$ cat config.mk
export PLATFORM = sky130hd
export DESIGN_NAME = div_16_3_rem_check
export DESIGN_NICKNAME = d
export VERILOG_FILES = /design/src/rtl/div_const_pkg.sv /design/src/rtl/div_res_fifo.sv /design/src/rtl/div_16_3_rem_check.sv
export SDC_FILE = /design/constraint.sdc
export NUM_CORES = 1
export LEC_CHECK = 0
export ABC_CLOCK_PERIOD_IN_PS = 5400
export CORE_ASPECT_RATIO = 0.7
export CORE_MARGIN = 5
export CORE_UTILIZATION = 60
export DETAILED_ROUTE_END_ITERATION = 16
export PLACE_DENSITY = 0.88
export SKIP_CTS_REPAIR_TIMING = 1
export SYNTH_ARGS = -nofsm -noshare
export SYNTH_HDL_FRONTEND = slang
export SYNTH_SLANG_ARGS = --single-unit
$ cat constraint.sdc
create_clock -name clk -period 5.4 [get_ports clk]
set_clock_uncertainty 0.05 [all_clocks]
set_input_delay 0.54 -clock clk [delete_from_list [all_inputs] [get_ports clk]]
set_output_delay 0.54 -clock clk [all_outputs]
set_load 0.02 [all_outputs]
$ cat src/rtl/div_const_pkg.sv
// Shared constants and types for the 16/3 quotient remainder checker.
// The result record is packed so the FIFO stores it as one word.
package div_const_pkg;

  localparam int X_W     = 16;
  localparam int Q_W     = 15;
  localparam int DIVISOR = 3;
  localparam int R_W     = $clog2(DIVISOR);
  localparam int DIV_LAT = 2;

  typedef struct packed {
    logic [Q_W-1:0] q;
    logic [R_W-1:0] r;
    logic           err;
  } div_res_t;

  typedef enum logic {
    ST_OK  = 1'b0,
    ST_ERR = 1'b1
  } err_state_t;

endpackage

$ cat src/rtl/div_res_fifo.sv
// Synchronous show-ahead FIFO of checked results.
// While empty, the head presents the most recently popped entry.
module div_res_fifo
  import div_const_pkg::*;
#(
  parameter int DEPTH = 4
) (
  input  logic     clk,
  input  logic     rst,
  input  logic     push,
  input  logic     pop,
  input  div_res_t wr_data,
  output div_res_t head,
  output logic     full,
  output logic     empty
);

  localparam int AW = $clog2(DEPTH);

  div_res_t       mem [DEPTH];
  div_res_t       last_pop;
  logic [AW-1:0]  wr_ptr;
  logic [AW-1:0]  rd_ptr;
  logic [AW:0]    count;
  logic           do_push;
  logic           do_pop;

  assign full    = (count == (AW+1)'(DEPTH));
  assign empty   = (count == '0);
  assign do_pop  = pop & ~empty;
  // A full FIFO still accepts a push when the same cycle frees a slot.
  assign do_push = push & (~full | do_pop);
  assign head    = empty ? last_pop : mem[rd_ptr];

  always_ff @(posedge clk) begin
    if (do_push) mem[wr_ptr] <= wr_data;
  end

  always_ff @(posedge clk) begin
    if (rst) begin
      wr_ptr   <= '0;
      rd_ptr   <= '0;
      count    <= '0;
      last_pop <= '0;
    end else begin
      if (do_push) wr_ptr <= wr_ptr + AW'(1);
      if (do_pop) begin
        rd_ptr   <= rd_ptr + AW'(1);
        last_pop <= mem[rd_ptr];
      end
      case ({do_push, do_pop})
        2'b10:   count <= count + (AW+1)'(1);
        2'b01:   count <= count - (AW+1)'(1);
        default: count <= count;
      endcase
    end
  end

endmodule

$ cat src/rtl/div_16_3_rem_check.sv
// Aligns dividends with divider quotients, checks R = X - 3*Q, and buffers results.
// Optional DIV_CHECK_STATS_EN adds saturating res_cnt/err_cnt counters.
module div_16_3_rem_check
  import div_const_pkg::*;
#(
  parameter int FIFO_DEPTH = 4
) (
  input  logic           clk,
  input  logic           rst,
  input  logic           in_valid,
  input  logic [X_W-1:0] in_x,
  input  logic [Q_W-1:0] q_in,
  output logic           out_valid,
  input  logic           out_ready,
  output logic [Q_W-1:0] out_q,
  output logic [R_W-1:0] out_r,
  output logic           out_err,
  output logic           err_sticky,
  output logic [X_W-1:0] err_x,
  output logic [Q_W-1:0] err_q,
  output logic           ovf_sticky,
  input  logic           clr_status
`ifdef DIV_CHECK_STATS_EN
  ,
  output logic [15:0]    res_cnt,
  output logic [15:0]    err_cnt
`endif
);

  localparam logic [X_W+1:0] DIV_EXT = (X_W+2)'(DIVISOR);

  logic           pipe_v [DIV_LAT];
  logic [X_W-1:0] pipe_x [DIV_LAT];
  logic           chk_valid;
  logic [X_W-1:0] chk_x;
  logic [X_W+1:0] r_full;
  logic           chk_err;
  div_res_t       chk_res;
  div_res_t       head;
  logic           fifo_full;
  logic           fifo_empty;
  logic           pop;
  logic           drop;
  err_state_t     state;
  err_state_t     state_nxt;
  logic           capture;

  always_ff @(posedge clk) begin
    if (rst) begin
      for (int i = 0; i < DIV_LAT; i++) begin
        pipe_v[i] <= 1'b0;
        pipe_x[i] <= '0;
      end
    end else begin
      pipe_v[0] <= in_valid;
      pipe_x[0] <= in_x;
      for (int i = 1; i < DIV_LAT; i++) begin
        pipe_v[i] <= pipe_v[i-1];
        pipe_x[i] <= pipe_x[i-1];
      end
    end
  end

  assign chk_valid = pipe_v[DIV_LAT-1];
  assign chk_x     = pipe_x[DIV_LAT-1];

  // Two's-complement remainder in X_W+2 bits; negative values have the top bit set.
  assign r_full  = {2'b00, chk_x} - ({{(X_W+2-Q_W){1'b0}}, q_in} * DIV_EXT);
  assign chk_err = r_full[X_W+1] | (r_full >= DIV_EXT);
  assign chk_res = '{q: q_in, r: r_full[R_W-1:0], err: chk_err};

  // Output handshake: an entry transfers on every clk edge where out_valid and
  // out_ready are both high; out_valid never depends on out_ready.
  assign pop  = out_valid & out_ready;
  assign drop = chk_valid & fifo_full & ~pop;

  div_res_fifo #(.DEPTH(FIFO_DEPTH)) u_fifo (
    .clk     (clk),
    .rst     (rst),
    .push    (chk_valid),
    .pop     (pop),
    .wr_data (chk_res),
    .head    (head),
    .full    (fifo_full),
    .empty   (fifo_empty)
  );

  assign out_valid = ~fifo_empty;
  assign out_q     = head.q;
  assign out_r     = head.r;
  assign out_err   = head.err;

  always_ff @(posedge clk) begin
    if (rst) state <= ST_OK;
    else     state <= state_nxt;
  end

  always_comb begin
    state_nxt = state;
    case (state)
      ST_OK:  if (chk_valid && chk_err) state_nxt = ST_ERR;
      ST_ERR: if (clr_status) state_nxt = (chk_valid && chk_err) ? ST_ERR : ST_OK;
      default: state_nxt = ST_OK;
    endcase
  end

  always_comb begin
    err_sticky = (state == ST_ERR);
  end

  // A clear coinciding with a new error restarts the capture with that error.
  assign capture = chk_valid & chk_err & ((state == ST_OK) | clr_status);

  always_ff @(posedge clk) begin
    if (rst) begin
      err_x      <= '0;
      err_q      <= '0;
      ovf_sticky <= 1'b0;
    end else begin
      if (capture) begin
        err_x <= chk_x;
        err_q <= q_in;
      end
      if (drop)            ovf_sticky <= 1'b1;
      else if (clr_status) ovf_sticky <= 1'b0;
    end
  end

`ifdef DIV_CHECK_STATS_EN
  always_ff @(posedge clk) begin
    if (rst) begin
      res_cnt <= '0;
      err_cnt <= '0;
    end else begin
      if (chk_valid && res_cnt != 16'hFFFF) res_cnt <= res_cnt + 16'd1;
      if (chk_valid && chk_err && err_cnt != 16'hFFFF) err_cnt <= err_cnt + 16'd1;
    end
  end
`endif

endmodule

==> results.txt <==
Nets - 786
Vias/cell - 5.67
DRT Pass-1 Iters - 6
CP cell instances - clkdlybuf4s50_1 > inv_1 > fa_1 > ha_1 > a21oi_1 > o21ai_0 > o21bai_1 > nand2_1 > or4_4 > a311oi_1 > nand4b_1 > and3_2 > mux2i_1
Yosys warns - 0
Reg2reg setup slack - 1280 ps
Slew @ Worst Pin - 969 ps
Reg-to-Reg End - err_x[9]
Post-Syn Area - 7600 µm²
Synth Instances - 633
Post-Syn Nets - 709
Initial Util - 61.2%
Placed cell count - 853
Unrepaired setup endpoints after global routing - no
Gr ovfl total - 0
1st-iter DRT viols - 399
Tmin final - 4620 ps
DP HPWL - 11100 µm
HP Class - flip-flop to flip-flop
Cell family with most CP delay - simple AND/OR/NAND/NOR gates
Synth-to-Final Area Change - 20.1%
Final period util - 85.6%
Met1 Usage GRT - 28.5%
Ports - 88
Worst-path fanout max - 31
Final Slew Violations - 0
# diodes - 0
TritonCTS Buffers - 17
Final setup viols - 0
Global-route wire length before repair - 25800 µm
Worst EP required - 5680 ps
WHS - 387 ps
DR vias - 5021
Most used routing layer - met2
Status - finished clean
Yosys top cell area share - 28.4%
Setup crit end kind - flip-flop
Input/output buffers - 87
Sink Count - 166
Peak supply drop - 0.468 mV
Fmax - 216 MHz
Pleak - 3.33 nW
Critical path origin - q_in[4]
Total Routed Length - 16200 µm
Clk slew on worst S/H paths - 60 ps
Met3 Use GR - 5.19%
Largest net degree at the start of global routing - 82
FP Rows - 34
ANT nets after route - 0
CTS H-tree depth - 4
P per Cell Area - 396 nW/µm²
Root Buffer - clkbuf_16
Main area contributors after synthesis - edfxtp_1, dfxtp_1, nand2b_1, mux4_2, mux2i_1
Min-Delay Startpoint - pipe_x[0][8]
Die X - 145 µm
Seq/Total Area, Yosys - 53.2%
Mean post-synth cell area - 12.0 µm²
M2 GR Usage - 36.4%
Clk Latency, worst-skew pair - 420 ps
Layout cells sized above 1 - 11.3%
Worst path arrival time - 4900 ps
Overall routing resource usage - 21.9%
Ys flop type - dfxtp_1
Hold Crit Depth - 1
Start of the worst register-to-register path - pipe_x[0][18]
Setup TNS - 0 ps
Async SR Flop Fraction - 0%
Post-synth cell types - 53
Final non-filler cell total - 885
DRC Markers - 0
EDFF count, synth - 72
Drt wl/cell - 18.3 µm
Synth area leader - edfxtp_1
Crit-path max cell delay - 640 ps
Final core occ - 73.5%
WS Path Type - input port to flip-flop
TritonCTS clock tree - built
DIE HEIGHT - 104 µm
Post-DP Area - 8510 µm²
CP bufs+invs - 2
Hold violation total from the final report - 0
Vias in the first global route - 5069
Fin area - 9140 µm²
Worst Hold Endpoint - pipe_x[0][24]
Post-Place Worst Slack - 440 ps
Number of max-cap violations - 0
Die ar. - 15100 µm²
Power Total - 3.61 mW
Startpoint type of the worst setup path - input port
Synth Register Bits - 166
Core area - 12400 µm²
Slack of the critical path - 778 ps
Slowest stage cell, crit path - clkdlybuf4s50_1
Relative slew margins - 35.4%
Initial antenna violation count - 0
CTS max path bufs - 2
Final GP Congestion - 0.897
Reg2Reg Depth - 11
cell type report:
type,count,area [µm²]
fillers,782,3290
clock inverters,14,176
clock buffers,18,450
inverters,32,120
well taps,162,203
multi-input cells,402,3250
repair buffers,91,896
flip-flops and latches,166,4040
placed cells by master, fill, tap and decap left out, drive strengths merged, types with 4 or more instances in the layout:
master,instances
and3,4
clkinv,4
o21ai,12
nand2,53
edfxtp,72
a21oi,38
nor2,17
nor2b,40
o211ai,5
nand2b,65
or3,5
clkbuf,18
mux2i,33
and2,5
buf,5
dfxtp,94
ha,25
inv,40
fa,15
nand3,4
xnor2,7
xor2,6
mux4,18
clkdlybuf4s50,86
mux2,19
layer usage:
layer,routed length [µm],vias to the layer above
met3,1060,37
met2,8150,209
met1,6640,2434
met5,0,-
met4,311,0
li1,-,2341
worst max path at each step:
stage,end,slack [ps],depth (start not counted)
floorplan,err_q[10],1690,14
global placement,err_x[7],540,12
detailed placement,err_x[3],440,13
CTS,err_x[9],830,13
global route,err_x[9],600,13
finish,err_x[9],780,13
where the power goes:
part           switching (mW)  internal (mW)
clock                   0.528          0.730
sequential             0.0536           1.37
combinational           0.480          0.449
total                    1.06           2.55
sequential cells by signal, summed over array words and instances, names as in the netlist, named ones only:
name,cells
ovf_sticky,1
u_fifo.rd_ptr,2
err_x,16
u_fifo.last_pop,18
u_fifo.count,3
err_q,15
err_sticky,1
pipe_x,32
pipe_v,2
u_fifo.wr_ptr,2
u_fifo.mem,72
synth_stat cells (3+ instances only):
library cell  instances
ha_1                 25
and3_1                3
xor2_1                6
buf_2                 3
nand2_1              53
nor2_1               17
o21ai_0               9
and2_1                5
fa_1                 15
mux2i_1              33
mux2_2               19
dfxtp_1              94
nor2b_1              40
inv_1                32
a21oi_1              36
a31oi_1               3
clkbuf_1             22
xnor2_1               7
nor3_1                3
buf_12                3
nand2b_1             65
edfxtp_1             72
o211ai_1              5
or3_1                 5
mux4_2               18
nand3_1               4
kinds of logic (layout without fill, tap and decap cells):
kind of cell | count (synthesis) | in the layout | share of synthesized area, %
compound gates | 73 | 73 | 5.82
buf+inv | 65 | 155 | 4.15
mux | 70 | 70 | 12.5
flops | 166 | 166 | 53.2
fa+ha+maj | 40 | 40 | 8.06
xor+xnor | 13 | 13 | 1.50
simple gates | 206 | 206 | 14.8
Note: power is estimated with default switching activity, not from simulation.
